File: src/rtl/sync_fifo_param.sv
`default_nettype none
// ============================================================================
// Module      : sync_fifo_param
// Description : Single-clock parameterised FIFO with occupancy count, sticky
//               overflow/underflow flags and a selectable read mode
//               (registered read or first-word-fall-through).
// Revision    : 1.0 - initial release
// ----------------------------------------------------------------------------
// Parameters
//   WIDTH        data word width in bits
//   DEPTH        number of entries (power of two, >= 2)
//   FWFT         0 = registered read (1-cycle latency), 1 = first-word-fall-through
//   AF_LEVEL     almost_full asserted when length >= AF_LEVEL
//   AE_LEVEL     almost_empty asserted when length <= AE_LEVEL
// Ports
//   clk          clock, all state changes on rising edge
//   rst          asynchronous reset, active low
//   clear        synchronous flush, active high, highest priority
//   writesig     write request, datain is the write word
//   readsig      read request
//   dataout      read word
//   full/empty   length == DEPTH / length == 0
//   almost_full  length >= AF_LEVEL
//   almost_empty length <= AE_LEVEL
//   length       current occupancy, 0..DEPTH
//   overflow     sticky: a write was rejected because the FIFO was full
//   underflow    sticky: a read was rejected because the FIFO was empty
// ============================================================================
module sync_fifo_param #(
  parameter int WIDTH    = 8,
  parameter int DEPTH    = 16,
  parameter int FWFT     = 0,
  parameter int AF_LEVEL = DEPTH - 2,
  parameter int AE_LEVEL = 2
) (
  input  logic                     clk,
  input  logic                     rst,
  input  logic                     clear,
  input  logic                     writesig,
  input  logic [WIDTH-1:0]         datain,
  input  logic                     readsig,
  output logic [WIDTH-1:0]         dataout,
  output logic                     full,
  output logic                     empty,
  output logic                     almost_full,
  output logic                     almost_empty,
  output logic [$clog2(DEPTH):0]   length,
  output logic                     overflow,
  output logic                     underflow
);

  localparam int c_aw = $clog2(DEPTH);
  localparam int c_lw = c_aw + 1;

  localparam logic [c_lw-1:0] c_depth = c_lw'(DEPTH);
  localparam logic [c_lw-1:0] c_af    = c_lw'(AF_LEVEL);
  localparam logic [c_lw-1:0] c_ae    = c_lw'(AE_LEVEL);
  localparam logic [c_lw-1:0] c_one   = c_lw'(1);

  logic [WIDTH-1:0] r_mem [DEPTH];
  logic [c_aw-1:0]  r_wptr;
  logic [c_aw-1:0]  r_rptr;
  logic [c_lw-1:0]  r_len;
  logic             r_ovf;
  logic             r_udf;
  logic [WIDTH-1:0] r_dout;

  logic             w_empty;
  logic             w_full;
  logic             w_rd_acc;
  logic             w_wr_acc;
  logic [c_lw-1:0]  w_len_nxt;
  logic [c_aw-1:0]  w_rptr_nxt;

  // Flags are decoded from the registered count so they all move together.
  assign w_empty = (r_len == '0);
  assign w_full  = (r_len == c_depth);

  // A full FIFO still takes a write when a read frees a slot in the same cycle.
  assign w_rd_acc = readsig & ~w_empty;
  assign w_wr_acc = writesig & (~w_full | w_rd_acc);

  // DEPTH is a power of two, so pointer wrap is plain binary rollover.
  assign w_rptr_nxt = w_rd_acc ? (r_rptr + c_aw'(1)) : r_rptr;

  always_comb begin
    w_len_nxt = r_len;
    case ({w_wr_acc, w_rd_acc})
      2'b10:   w_len_nxt = r_len + c_one;
      2'b01:   w_len_nxt = r_len - c_one;
      default: w_len_nxt = r_len;
    endcase
  end

  // Pointers, occupancy and sticky error flags.
  always_ff @(posedge clk or negedge rst) begin
    if (!rst) begin
      r_wptr <= '0;
      r_rptr <= '0;
      r_len  <= '0;
      r_ovf  <= 1'b0;
      r_udf  <= 1'b0;
    end else if (clear) begin
      r_wptr <= '0;
      r_rptr <= '0;
      r_len  <= '0;
      r_ovf  <= 1'b0;
      r_udf  <= 1'b0;
    end else begin
      if (w_wr_acc) begin
        r_wptr <= r_wptr + c_aw'(1);
      end
      r_rptr <= w_rptr_nxt;
      r_len  <= w_len_nxt;
      if (writesig && w_full && !w_rd_acc) begin
        r_ovf <= 1'b1;
      end
      if (readsig && w_empty) begin
        r_udf <= 1'b1;
      end
    end
  end

  // Storage array carries no reset; only accepted writes touch it.
  always_ff @(posedge clk) begin
    if (rst && !clear && w_wr_acc) begin
      r_mem[r_wptr] <= datain;
    end
  end

  generate
    if (FWFT != 0) begin : g_fwft
      // Output register tracks the word that will be at the head after this
      // edge. When the FIFO will hold exactly one word and that word is being
      // written now, it is not yet in the array, so bypass it from datain.
      always_ff @(posedge clk or negedge rst) begin
        if (!rst) begin
          r_dout <= '0;
        end else if (!clear && (w_len_nxt != '0)) begin
          if (w_wr_acc && (w_len_nxt == c_one)) begin
            r_dout <= datain;
          end else begin
            r_dout <= r_mem[w_rptr_nxt];
          end
        end
      end
    end else begin : g_regrd
      // Registered read: the head word is captured on the accepting edge.
      always_ff @(posedge clk or negedge rst) begin
        if (!rst) begin
          r_dout <= '0;
        end else if (!clear && w_rd_acc) begin
          r_dout <= r_mem[r_rptr];
        end
      end
    end
  endgenerate

  assign dataout      = r_dout;
  assign length       = r_len;
  assign full         = w_full;
  assign empty        = w_empty;
  assign almost_full  = (r_len >= c_af);
  assign almost_empty = (r_len <= c_ae);
  assign overflow     = r_ovf;
  assign underflow    = r_udf;

endmodule
`default_nettype wire

File: config.mk
export PLATFORM = sky130hd
export DESIGN_NAME = sync_fifo_param
export DESIGN_NICKNAME = d
export VERILOG_FILES = /design/src/rtl/sync_fifo_param.sv
export SDC_FILE = /design/constraint.sdc
export NUM_CORES = 1
export LEC_CHECK = 0
export ABC_AREA = 1
export CAP_MARGIN = 0
export CORE_MARGIN = 2
export CORE_UTILIZATION = 40
export CTS_CLUSTER_SIZE = 30
export DETAILED_ROUTE_END_ITERATION = 12
export GPL_TIMING_DRIVEN = 0
export SYNTH_ARGS = -nofsm -noshare
export SYNTH_HDL_FRONTEND = slang
export SYNTH_SLANG_ARGS = --single-unit
File: constraint.sdc
create_clock -name clk -period 4.51 [get_ports clk]
set_clock_uncertainty 0.1 [all_clocks]
set_input_delay 0.902 -clock clk [delete_from_list [all_inputs] [get_ports clk]]
set_output_delay 0.902 -clock clk [all_outputs]
set_load 0.005 [all_outputs]
* Word-level counts from Yosys, hierarchy flattened
Memories as Yosys holds them, arrays and structs flattened. A register that Yosys moved wholly into a read port is not among the register bits.
Cells that the tools add are included.
** Word-level totals
- Bits in writable memories :: 128
- Memories :: 1
- Bits in registers :: 15
** Cells by class
- Mux-type cells :: 12
- Add/subtract/negate cells :: 4
- $lt $le $gt $ge :: 2
- Reductions and logical operators :: 15
- Eq/ne operators :: 3
- Bitwise gates (word level) :: 5
** Memory list
- r_mem :: depth 16, width 8, read ports 1, clocked after Yosys merged registers in 1, write ports 1, line 60 : logic [WIDTH-1:0] r_mem [DEPTH];
** Operators by type and width (count)
- 2-to-1 mux 4 bit :: 4
- case mux 5 bit (2 select lines) :: 1
- adder 4 x 1 -> 4 bit (second input constant) :: 2
- nonzero test 2 bit :: 4
- logical AND 1 bit :: 6
- 2-to-1 mux 1 bit :: 6
- adder 5 x 1 -> 5 bit (second input constant) :: 1
- == test 5 bit (second input constant) :: 1
- >= comparator 5 x 4 -> 1 bit (second input constant) :: 1
- less-or-equal comparator 5 x 2 -> 1 bit (second input constant) :: 1
- logical NOT 5 bit :: 1
- 2-to-1 mux 5 bit :: 1
- subtractor 5 x 1 -> 5 bit (second input constant) :: 1
- logical NOT 1 bit :: 3
- nonzero test 3 bit :: 1
- bitwise AND 1 bit :: 2
- == test 2 x 1 -> 1 bit (second input constant) :: 1
- == test 2 bit (second input constant) :: 1
- NOT 1 bit :: 2
- bitwise OR 1 bit :: 1

* Logic depth before layout (Yosys ltp)
Gate-level depths: netlist of the first run.
- Depth after elaboration :: 8
- Gate-level depth with buffers :: 14
- Depth with buffers taken out :: 14

* Worst setup path before layout of the first run
Ideal clock, no wire load.
- Kind :: input-to-reg
- Start :: input clear
- End :: memory r_mem[4][0] (enable)
- Buffers on the path :: 2
- Required time :: 4027 ps
- Setup time :: 383 ps
- Arrival time :: 2055 ps
- Slack :: 1972 ps
- Stages on the path :: 5
- Cells stage by stage :: clkbuf_1 > inv_2 > nand3_4 > buf_6 > nor3_1
** Between the ends
- Word-level cells in the longest chain between the ends :: 5
** RTL lines
- start, declared :: line 38 : input logic clear,
- logical NOT 1 bit :: line 126 : if (rst && !clear && w_wr_acc) begin
- logical AND 1 bit (2 in series) :: line 126
- 2-to-1 mux 1 bit :: line 126
- 2-to-1 mux 1 bit (not written as such) :: line 127 : r_mem[r_wptr] <= datain;
- end, declared :: line 60
Every way passes these cells.

* Worst setup path in the final report of the first run
- Start :: input rst
- End :: memory r_mem[12][4] (enable)
** Between the ends
- Word-level cells in the longest chain between the ends :: 4
** RTL lines
- start, declared :: line 37 : input logic rst,
- logical AND 1 bit (2 in series) :: line 126
- 2-to-1 mux 1 bit :: line 126
- 2-to-1 mux 1 bit (not written as such) :: line 127
Every way passes these cells.

==> flow_summary.yaml, run 1 <==
run_status:
  status: "finished clean"
synthesis:
  syn_area_mm2: 0.00682
  syn_area_per_cell_um2: 10.1
  synth_fp_nets: 699
  ys_ff_latch: 151
  synth-edff-count: 128
  syn-instance-count: 677
  synth.distinct_cells: 30
  ys.flop_type: "edfxtp_1"
  yosysSeqAreaShare: 0.648
  yosys_warnings: 0
  synth-async-reset-ratio: 0.152
routing:
  drt_iter0_markers: 353
  via_per_inst: 5.01
  drtAntennaViolNets: 0
  drc: 0
  vias: 4811
  firstDrtPassIters: 5
  wl_per_cell_um: 17.1
  routed_wl_um: 16400
timing:
  finalMaxSlewViolations: 0
  fmax_ghz: 0.268
  fin_crit_sh: 0.828
  final.setup.tns_ns: 0
  hold_viol_final: 0
  min_period_ns: 3.74
  tightest_slew_ns: 1.40
  rsz0062_at_grt: "false"
  relSlewSlack: 0.0587
  setup_violations: 0
placed_design:
  dp_hpwl_um: 11200
  gp_congestion: 0.880
  port_buffers: 30
pwr:
  peakVddDrop_uv: 254
  p_switching_uw: 1270
  clkPwrFrac: 0.354
  p_comb_frac: 0.251
  power_leakage_uw: 0.00340
  p_int_uw: 2880
  powerDensity_mw_per_mm2: 517
  seqPwrFrac: 0.395
  switching_share: 0.306
  p_total_uw: 4150
worst_hold_path:
  hp-class: "register to register"
global_route:
  grt_max_degree: 25
  grt_overflow: 0
  grt_first_pass_wirelength_um: 25700
  track_usage: 0.193
  antenna_found_initial: 0
  grt_pass1_vias: 4617
setup_path:
  cp_max_fo: 24
  crit_type: "input port to register"
  cp.buffers_inverters: 2
  path_cells: "clkdlybuf4s50_1 -> nand3_4 -> buf_6 -> nor3_1"
  endpoint_kind: "register"
  worstPathRequired_ns: 4.45
  slowest_stage: "clkdlybuf4s50_1"
  arrival_ns: 3.67
  crit_path_start_kind: "input port"
  crit_path_max_incr_delay_ns: 1.24
  crit_family: "buffers and inverters"
cells_and_area:
  fillers: 1530
  multi_input_area_mm2: 0.00194
  final-seq-area_mm2: 0.00442
  nets: 749
  layout-drive-gt1-share: 0.104
  post-route-util: 0.483
  area_delta_synth_final_pct: 17.9
  diodes: 0
cts:
  cts_resized: 0
  clock_sinks: 151
  cts-root-buf: "clkbuf_16"
  ctsHoldBuffers: 0
  clkLatencyLatePin_ns: 0.43
  cts_buffers: 17
  h-tree-depth: 4
  cts_setup_buffers: 0
  clk_pin_slew_ns: 0.06
  cts_tree: "yes"
  clk_path_buf_depth: 2
floorplan:
  rows: 47
  die-area_mm2: 0.0181
  initial_utilization: 0.410
  coreArea_mm2: 0.0166
  ios: 32
  die_h_um: 135
  die_width_um: 135
flow_run:
  max_cap_viol_count: 0
[Yosys cell counts (4+ instances only)]
| cell | count | share of area |
|---|---|---|
| edfxtp_1 | 128 | 0.56 |
| dfrtp_1 | 23 | 0.084 |
| nand2_1 | 247 | 0.14 |
| ha_1 | 8 | 0.015 |
| o21ai_1 | 7 | 0.0051 |
| nor2_1 | 10 | 0.0055 |
| nand3_2 | 4 | 0.0059 |
| a21oi_1 | 5 | 0.0037 |
| nor3_1 | 16 | 0.012 |
| clkbuf_1 | 4 | 0.0022 |
| buf_2 | 17 | 0.012 |
| nand3_1 | 91 | 0.067 |
| buf_4 | 4 | 0.0044 |
| inv_2 | 6 | 0.0033 |
| inv_1 | 82 | 0.045 |
[routing by layer]
metal  vias to the layer above  routed length [um]  share of wire  GRT usage
met1                      2312                7030           0.43      0.255
li1                       2325                   -              -          -
met4                         0                 361          0.022     0.0749
met5                         -                   0              0          0
met2                       148                8020           0.49      0.306
met3                        26                1040          0.063     0.0526
[state kept, by name (all words and copies together), names as in the netlist]
name / cells
length: 5
underflow: 1
r_wptr: 4
r_rptr: 4
dataout: 8
overflow: 1
r_mem: 128
[power groups by stage]
stage | combinational [uW] | clock (uW) | sequential [uW]
floorplan | 629 | 0 | 1660
global placement | 1020 | 0 | 1670
detailed placement | 1030 | 0 | 1670
CTS | 1040 | 1490 | 1640
global route | 1160 | 1550 | 1650
finish | 1040 | 1470 | 1640
[tightest hold or removal path: stages, from the launching register on]
cell     delay, ns
dfrtp_1       0.34
nand2_1       0.06
nand2_1       0.06
[final timing paths]
| check | startpoint | end | slack (ns) | cells after the start |
|---|---|---|---|---|
| max in group asynchronous | rst | length[4] | 2.62 | 1 |
| hold / removal | dataout[0] | dataout[0] | 0.38 | 2 |
| setup / recovery | rst | r_mem[12][4] | 0.77 | 4 |
| min in group asynchronous | rst | dataout[6] | 0.99 | 1 |
| hold reg to reg | dataout[0] | dataout[0] | 0.38 | 2 |
| setup reg to reg | length[1] | r_mem[12][4] | 1.74 | 7 |
[cell families after synthesis]
kind of cell             count (synthesis)  share of synthesized area
buffers and inverters                  117                     0.0709
XOR/XNOR                                 3                    0.00386
AO/OA/AOI/OAI                           18                     0.0156
AND/OR/NAND/NOR                        379                      0.244
flip-flops                             151                      0.648
adder cells (fa/ha/maj)                  9                     0.0176
[cell type report]
type,count,share of cell area
well taps,220,0.0343
multi-input cells,409,0.241
clock buffers,18,0.0534
repair buffers,31,0.0383
flip-flops and latches,151,0.550
inverters,89,0.0416
plain buffers,28,0.0185
clock inverters,14,0.0227
[per-stage QoR]
stage / worst slack (ns) / hold WS [ns] / std cells / cell area [um^2]
6_report: 0.774 / 0.378 / 960 / 8040
5_1_grt: 0.518 / 0.401 / 960 / 8040
4_1_cts: 0.655 / 0.384 / 959 / 8010
3_5_place_dp: 0.200 / 0.365 / 927 / 7400
3_3_place_gp: 0.273 / 0.372 / 927 / 7390
2_1_floorplan: 1.97 / 0.372 / 677 / 6820
[layout by cell type, fill, tap and decap left out, types with 8 or more instances in the layout]
cell / instances
clkdlybuf4s50_1: 30
nand3_1: 91
ha_1: 8
buf_2: 17
inv_1: 82
edfxtp_1: 128
clkbuf_16: 17
nand2_1: 247
nor3_1: 11
nor2_1: 10
dfrtp_1: 23
Note: power is estimated with default switching activity, not from simulation.
==> run 2: changes to the inputs <==
==> constraint.sdc (replaced) <==
create_clock -name clk -period 3.15 [get_ports clk]
set_clock_uncertainty 0.1 [all_clocks]
set_input_delay 0.63 -clock clk [delete_from_list [all_inputs] [get_ports clk]]
set_output_delay 0.63 -clock clk [all_outputs]
set_load 0.005 [all_outputs]
==> flow_summary.yaml, run 2 (same netlist as run 1, synthesis figures left out) <==
run_status:
  status: "finished clean"
routing:
  drtAntennaViolNets: 0
  drc: 0
  vias: 4745
  via_per_inst: 4.95
  routed_wl_um: 16500
  drt_iter0_markers: 350
  firstDrtPassIters: 5
  wl_per_cell_um: 17.2
worst_hold_path:
  hp-class: "input port to async pin"
cts:
  clk_path_buf_depth: 2
  h-tree-depth: 4
  cts_setup_buffers: 0
  cts_tree: "yes"
  cts-root-buf: "clkbuf_16"
  clkLatencyLatePin_ns: 0.43
  clock_sinks: 151
  cts_buffers: 17
  clk_pin_slew_ns: 0.06
setup_path:
  path_cells: "clkdlybuf4s50_1 -> o21ai_4 -> inv_2 -> nand3_4 -> buf_6 -> nor3_1"
  arrival_ns: 2.77
  crit_start: "readsig"
  ff2ff_setup_slack_ns: 0.56
  reg2reg_from: "length[1]"
  crit_path_max_incr_delay_ns: 0.91
  slowest_stage: "nor3_1"
  crit_path_start_kind: "input port"
  crit_family: "simple AND/OR/NAND/NOR gates"
  worstSetupPathDepth: 6
  ff2ff_path_depth: 7
  r2r_end: "r_mem[10][0]"
  endpoint: "r_mem[10][0]"
  crit_type: "input port to register"
  worstPathRequired_ns: 3.09
  endpoint_kind: "register"
  cp.buffers_inverters: 3
  cp_max_fo: 10
global_route:
  grt_overflow: 0
  grt_max_degree: 25
  grt_first_pass_wirelength_um: 25800
  antenna_found_initial: 0
  track_usage: 0.193
  grt_pass1_vias: 4611
timing:
  worst_slack_ns: 0.325
  hold_viol_final: 0
  finalMaxSlewViolations: 0
  setup_violations: 0
  rsz0062_at_grt: "false"
  tightest_slew_ns: 1.28
  fmax_ghz: 0.354
  min_period_ns: 2.82
  hold_ws_ns: 0.120
  relSlewSlack: 0.139
  fin_crit_sh: 0.897
floorplan:
  initial_utilization: 0.410
  die-area_mm2: 0.0181
  coreArea_mm2: 0.0166
  rows: 47
  die_width_um: 135
  ios: 32
  die_h_um: 135
cells_and_area:
  layout_common_cells: "247 x nand2_1, 128 x edfxtp_1, 91 x nand3_1"
  nets: 748
  finalNonFillerCells: 959
  fillers: 1526
  area_delta_synth_final_pct: 18.0
  final_common_cell: "nand2_1"
  diodes: 0
  post-route-util: 0.483
  regMostFlops: "r_mem"
  layout-drive-gt1-share: 0.110
  largest_register_ff_count: 128
pwr:
  p_total_uw: 5940
  peakVddDrop_uv: 363
  power_leakage_uw: 0.00339
  powerDensity_mw_per_mm2: 739
flow_run:
  max_cap_viol_count: 0
placed_design:
  post-place-ws_ns: -0.888
  dp_cells: 927
  dp_hpwl_um: 11200
  port_buffers: 30
  gp_congestion: 0.880
[run 2: what timing repair did]
| action | CTS | global route |
|---|---|---|
| resized for setup | 7 | 2 |
| hold buffers | 0 | 0 |
| setup endpoints to repair | 88 | 20 |
[run 2: metrics by stage]
stage          setup TNS [ns]  cell area (um^2)
6_report                    0              8040
4_1_cts                     0              8040
3_3_place_gp           -68.03              7390
5_1_grt                     0              8040
3_5_place_dp           -69.99              7400
2_1_floorplan               0              6820
[run 2: layout make-up]
cell class	instances	area, um^2	area share
flip-flops and latches	151	4420	0.549
multi-input cells	409	1960	0.243
clock buffers	18	429	0.0534
inverters	89	334	0.0415
repair buffers	30	295	0.0367
well taps	220	275	0.0342
clock inverters	14	183	0.0227
plain buffers	28	149	0.0185
[run 2: worst min-delay path by stage]
stage | from | end | slack [ns] | depth (start not counted)
2_1_floorplan | rst | dataout[0] | 0.23 | 0
3_3_place_gp | dataout[3] | dataout[3] | 0.37 | 2
3_5_place_dp | dataout[0] | dataout[0] | 0.36 | 2
4_1_cts | dataout[6] | dataout[6] | 0.38 | 2
5_1_grt | rst | overflow | 0.17 | 1
6_report | rst | dataout[6] | 0.12 | 1
[run 2: routing by layer]
| metal | global-route usage | vias up | wire length (um) |
|---|---|---|---|
| li1 | - | 2321 | - |
| met1 | 0.255 | 2252 | 7080 |
| met2 | 0.308 | 142 | 8000 |
| met3 | 0.0518 | 30 | 967 |
| met4 | 0.0749 | 0 | 412 |
| met5 | 0 | - | 0 |
[run 2: report_power, final]
group          internal (uW)  leakage, uW  switching (uW)
registers               2260      0.00145            86.8
logic                    549      0.00164             942
clock network           1320     0.000301             790
==> edit 1 (settings of run 2) <==
`DEPTH`: 16 -> 32.
--- a/src/rtl/sync_fifo_param.sv
+++ b/src/rtl/sync_fifo_param.sv
@@ -28,7 +28,7 @@
 // ============================================================================
 module sync_fifo_param #(
   parameter int WIDTH    = 8,
-  parameter int DEPTH    = 16,
+  parameter int DEPTH    = 32,
   parameter int FWFT     = 0,
   parameter int AF_LEVEL = DEPTH - 2,
   parameter int AE_LEVEL = 2
Interface: changed (resized length); port bits go from 32 to 33. No check against the original RTL was run, so the function may have changed too.
==> edit 1 against run 2 <==
  * Power up 70%
  * Combinational power rose by 66%
  * Final area rose by 74%
  * Synthesized cell count is 76% higher
  * Global-route usage grew 1.4 points
  * Setup slack got worse by 0.052 ns
  * Sequential power rose by 82%
  * Final cell count up 75%
  * Count of clock-buffer cells in the layout grew 14
  * Area after synthesis grew 80%
  * Routed wire length increased by 100%
  * First-iteration DRC count up 130%
  * Critical path depth fell by 1
  * Sequential cell count increased by 131
  * Critical endpoint is now r_mem[22][3]$_DFFE_PP_
==> edit 1: results (changes against run 2) <==
Clock tree
  • Post-CTS Setup Bufs: 0 (unchanged)
  • Root Buffer: clkbuf_16
  • CTS Buf Count: 28 (+11)
  • Worst-skew pair later-pin latency: 0.55 ns (+0.12 ns)
  • Post-CTS resize count: 3 (-4)
  • Max Buffers Root-to-Sink: 3 (+1)
  • Clk pin slew, worst setup/hold paths: 0.06 ns (about the same)
  • H-tree levels: 1 (-3)

Power and ir drop
  • Leakage: 5.62 nW (+66%)
  • Peak supply drop: 0.000488 V (+35%)

Global routing
  • GRT Util Overall: 20.8% (+1.4 points)
  • First-pass GRT wire length: 48500 um (+88%)
  • Largest net degree at the start of global routing: 33 (+32%)
  • Initial antenna violation count: 0 (unchanged)
  • Vias in the first global route: 7931 (+72%)

Synthesis
  • Seq/Total Area, Yosys: 67.8% (+3.0 points)
  • Total number of yosys warnings: 0 (unchanged)
  • Mapped Cells: 1194 (+76%)
  • Number of flops mapped to enable cells by yosys: 256 (+100%)
  • Top cells by area, synth: edfxtp_1 63%, nand2_1 12%, nand3_1 6.8%, dfrtp_1 5.3%, inv_1 3.9%
  • Commonest cells post-synth: 380 x nand2_1, 256 x edfxtp_1, 168 x nand3_1
  • Synth unique cells: 30 (unchanged)
  • Ys async rst share: 9.22% (-6.0 points)

Critical path
  • Critical path peak fanout: 27 (+17)
  • Worst Setup SP: rst
  • Reg2reg path depth: 6 (-1)
  • Crit path DAT: 2.94 ns (+0.17 ns)
  • R2R Path Start: length[0]$_DFFE_PN0P_
  • Reg2Reg Setup Slack: 0.49 ns (-0.07 ns)
  • Reg2reg end: r_mem[22][3]$_DFFE_PP_

STA
  • Max-slew violations: 0 (unchanged)
  • Worst Max-Slew Pin Slew: 1.37 ns (+0.0873 ns)

Place
  • Port bufs: 31 (+3.3%)
  • Placed instance count: 1622 (+75%)
  • Post-Place Cell Area: 13100 sq um (+77%)
  • Gpl congestion: 0.905 (+2.9%)
  • Hpwl dp: 22000 um (+97%)

Route
  • DRT iter0 DRCs: 813 (+130%)
  • Routed WL per cell: 19.7 um (+15%)
  • Routed vias: 8626 (+82%)
  • First-pass DRT Iterations: 6 (+1)

Finish
  • Register with the most flip-flops: r_mem
  • Final non-filler cell total: 1675 (+75%)
  • Number of flip-flops under the largest register name: 256 (+100%)
  • Number of fill cells: 2842 (+86%)
  • Share of layout cells above drive strength 1: 8.29% (-2.7 points)
  • Nets: 1279 (+71%)

Status
  • Status: complete, no violations

Worst hold path
  • HP Class: primary input to async pin
edit 1: cell types whose count changed after synthesis, moves of 6 or more:
cell / run 2 / this run
clkbuf_1: 4 / 11
o21ai_0: 3 / 10
nor3_1: 16 / 3
nand2_1: 247 / 380
nor2_1: 10 / 97
a21oi_1: 5 / 24
o21ai_1: 7 / 13
nand3_1: 91 / 168
inv_1: 82 / 127
edfxtp_1: 128 / 256
buf_2: 17 / 35
edit 1: worst max path at each step:
stage / cells past startpoint / end
after floorplan: 13 / length[3]$_DFFE_PN0P_
after global routing: 5 / r_mem[22][2]$_DFFE_PP_
after CTS: 5 / r_mem[22][7]$_DFFE_PP_
after detailed placement: 5 / r_mem[22][2]$_DFFE_PP_
final: 5 / r_mem[22][3]$_DFFE_PP_
after global placement: 5 / r_mem[22][3]$_DFFE_PP_
edit 1: area by class of cell:
type | instances | area share [%]
Multi-Input combinational cell | 726 | 22.7
Tap cell | 396 | 3.54
Buffer | 54 | 1.95
Clock inverter | 20 | 1.27
Inverter | 132 | 3.54
Clock buffer | 32 | 5.26
Timing Repair Buffer | 32 | 2.21
Antenna cell | 1 | 0.0179
Sequential cell | 282 | 59.5
edit 1: power breakdown:
group | internal [mW] | leakage (nW) | switching, mW
Combinational | 0.832 | 2.54 | 1.65
Sequential | 4.19 | 2.64 | 0.0938
Clock | 1.92 | 0.441 | 1.40
Total | 6.94 | 5.62 | 3.14
edit 1: per-layer routing:
layer | GRT usage, % | vias up | share of wire [%]
met5 | 0 | - | 0
met4 | 6.72 | 0 | 2.9
met3 | 2.93 | 55 | 7.3
met2 | 33.2 | 342 | 46
met1 | 29.3 | 4147 | 44
li1 | - | 4082 | -
edit 1: per-stage QoR:
stage	setup WS [ns]	setup TNS, ns	power (mW)	utilization, %	hold WS, ns
final	0.273	0	10.1	46.1	0.144
after global routing	0.00224	0	10.5	46.0	0.180
after global placement	-1.08	-227.18	6.80	43.0	0.369
after CTS	0.196	0	10.1	46.1	0.148
after detailed placement	-1.09	-225.87	6.82	43.1	0.370
after floorplan	0.944	0	5.84	-	0.234
edit 1: logic make-up after synthesis:
family | count (synthesis) | synth area share, %
DFF | 282 | 67.8
AOI/OAI and AO/OA | 52 | 2.24
adders and majority gates | 10 | 1.08
buffers and inverters | 186 | 6.25
xor gates and xnor gates | 3 | 0.214
and+or+nand+nor | 661 | 22.4
edit 1: worst max-delay path, cell delays in order:
cell and delay, ns:
clkdlybuf4s15_2 0.67, inv_1 0.08, nor2_1 0.35, nand3_2 0.36, nor2_1 0.83
==> edit 2 (flow settings as in run 2) <==
Without the edit above. Reset style: synchronous (`rst`), changed in 3 clocked blocks. Comments in the files are not updated.
--- a/src/rtl/sync_fifo_param.sv
+++ b/src/rtl/sync_fifo_param.sv
@@ -93,7 +93,7 @@
   end
 
   // Pointers, occupancy and sticky error flags.
-  always_ff @(posedge clk or negedge rst) begin
+  always_ff @(posedge clk) begin
     if (!rst) begin
       r_wptr <= '0;
       r_rptr <= '0;
@@ -133,7 +133,7 @@
       // Output register tracks the word that will be at the head after this
       // edge. When the FIFO will hold exactly one word and that word is being
       // written now, it is not yet in the array, so bypass it from datain.
-      always_ff @(posedge clk or negedge rst) begin
+      always_ff @(posedge clk) begin
         if (!rst) begin
           r_dout <= '0;
         end else if (!clear && (w_len_nxt != '0)) begin
@@ -146,7 +146,7 @@
       end
     end else begin : g_regrd
       // Registered read: the head word is captured on the accepting edge.
-      always_ff @(posedge clk or negedge rst) begin
+      always_ff @(posedge clk) begin
         if (!rst) begin
           r_dout <= '0;
         end else if (!clear && w_rd_acc) begin
Formal check against the unedited RTL: differs if rst is asserted again (counterexample within 4 cycles, from zero or initial values and one cycle with rst low); with rst held inactive, the same outputs for 4 cycles.
==> edit 2 against run 2 <==
  * Sequential cell count unchanged
  * Utilization is essentially flat
  * Routed wire length up 6.4%
  * Hold slack improved by 0.26 ns
  * Sequential share of layout area is 0.81 points lower
  * First-iteration DRC count up 38%
  * Global-route usage rose by 1.4 points
  * Area after synthesis decreased by 1.8%
  * Final area shrank 1.2%
  * Setup slack better by 0.086 ns
Power is not compared: it rests on default switching activity, and its combinational part moved more than twofold at a synthesized area within 25%.
==> edit 2: results (changes against run 2) <==
Power and ir drop
  • Leakage: approximately 3.3 nW
  • Clock power share: between 40% and 50%
  • Peak supply drop: 0.000578 V
  • Switch Pwr: between 1 and 1.5 mW

Route
  • First-pass DRT Iterations: 5 (unchanged)
  • Routed vias: 4782 (+0.78%)
  • DRT iter0 DRCs: 484 (+38%)
  • WL final: 17500 um (+6.4%)

Synthesis
  • Net Count, Synth: 693 (-0.86%)
  • Commonest cells post-synth: 217 x nand2_1, 128 x edfxtp_1, 98 x nand3_1
  • Total number of yosys warnings: 0 (unchanged)
  • Number of flops mapped to enable cells by yosys: 128 (unchanged)
  • Seq/Total Area, Yosys: 64.3% (-0.56 points)
  • Top cells by area, synth: edfxtp_1 57%, nand2_1 12%, nand3_1 7.3%, dfxtp_1 6.9%, inv_1 5.2%
  • Synth unique cells: 30 (unchanged)
  • Ys async rst share: 0% (-15 points)

Global routing
  • Vias in the first global route: 4732 (+2.6%)
  • Largest net degree at the start of global routing: 17 (-32%)
  • First-pass GRT wire length: 26700 um (+3.6%)
  • Initial antenna violation count: 0 (unchanged)
  • GRT Util Overall: 20.8% (+1.4 points)

Clock tree
  • H-tree levels: 4 (unchanged)
  • Worst-skew pair later-pin latency: 0.43 ns (about the same)
  • Post-CTS Setup Bufs: 0 (unchanged)
  • Root Buffer: clkbuf_16
  • Max Buffers Root-to-Sink: 2 (unchanged)
  • CTS Buf Count: 17 (unchanged)
  • Clk pin slew, worst setup/hold paths: 0.06 ns (about the same)
  • Post-CTS resize count: 0 (-7)

Critical path
  • Slowest CP cell: clkdlybuf4s50_1
  • Reg2reg path depth: 13 (+6)
  • R2R Path Start: length[1]$_SDFFE_PP0P_
  • Worst path top cell family by delay: buffers and inverters
  • CP peak stage delay: 0.62 ns (-0.29 ns)
  • Crit path DAT: 2.99 ns (+0.22 ns)
  • Critical path peak fanout: 7 (-3)
  • Worst Setup SP: readsig

Finish
  • Nets: 742 (-0.80%)
  • Antenna Cells: 0 (unchanged)
  • Number of fill cells: 1576 (+3.3%)
  • Share of layout cells above drive strength 1: 8.89% (-2.1 points)
  • Number of flip-flops under the largest register name: 128 (unchanged)
  • Register with the most flip-flops: r_mem

Place
  • Gpl congestion: 0.890 (+1.2%)
  • Port bufs: 30 (unchanged)
  • Post-Place Cell Area: 7270 sq um (-1.8%)
  • Hpwl dp: 12300 um (+9.8%)

Status
  • Status: complete, no violations

Worst hold path
  • Hold Startpoint: underflow$_SDFFE_PP0P_
  • Min-Delay Path Depth: 2
  • HP Class: flop to flop

STA
  • Worst Max-Slew Pin Slew: 0.968 ns (-0.314 ns)
edit 2: final timing paths:
| path | to | slack, ns |
|---|---|---|
| min | underflow$_SDFFE_PP0P_ | 0.38 |
| max | length[4]$_SDFFE_PP0P_ | 0.41 |
| min reg2reg | underflow$_SDFFE_PP0P_ | 0.38 |
| max reg2reg | length[4]$_SDFFE_PP0P_ | 0.50 |
edit 2: cells by family after synthesis:
group | Yosys count | share of synthesized area, %
flops | 151 | 64.3
xor+xnor | 5 | 0.654
fa+ha+maj | 10 | 1.98
compound gates | 37 | 3.29
buf+inv | 125 | 7.96
simple gates | 342 | 21.8
edit 2: power groups by stage:
stage	Sequential [mW]	Clock [mW]	Combinational, mW
3_5_place_dp	2.25	0	0.393
6_report	2.21	2.36	0.393
2_1_floorplan	2.25	0	0.214
5_1_grt	2.21	2.45	0.432
4_1_cts	2.21	2.37	0.396
3_3_place_gp	2.25	0	0.386
edit 2: area by class of cell:
type / instances / share of cell area [%]
well taps: 220 / 3.46
clock inverters: 14 / 3.19
inverters: 97 / 4.58
repair buffers: 30 / 3.78
multi-input cells: 394 / 23.4
flip-flops and latches: 151 / 54.1
plain buffers: 28 / 2.12
clock buffers: 17 / 5.35
edit 2: metal layers:
metal | up-vias | GRT usage [%] | share of wire (%)
met1 | 2338 | 26.4 | 43
met4 | 0 | 7.62 | 2.5
met2 | 127 | 35.1 | 50
li1 | 2287 | - | -
met3 | 30 | 4.38 | 4.9
met5 | - | 0 | 0
edit 2: stage by stage:
stage	instances	setup WS (ns)	setup TNS [ns]	hold slack, ns	util [%]
3_3_place_gp	920	0.0119	0	0.351	44.2
3_5_place_dp	920	-0.00414	-0.0271	0.370	44.2
5_1_grt	951	0.205	0	0.415	48.3
6_report	951	0.411	0	0.383	48.3
4_1_cts	951	0.433	0	0.385	48.3
2_1_floorplan	670	0.896	0	0.360	-
edit 2: worst register-to-register path: cells and delay by family, from the launching register on:
family | cells | cell delay (ns)
adder cells (fa/ha/maj) | 2 | 0.74
AO/OA/AOI/OAI | 4 | 0.65
AND/OR/NAND/NOR | 5 | 0.54
flip-flops | 1 | 0.38
buffers and inverters | 2 | 0.17
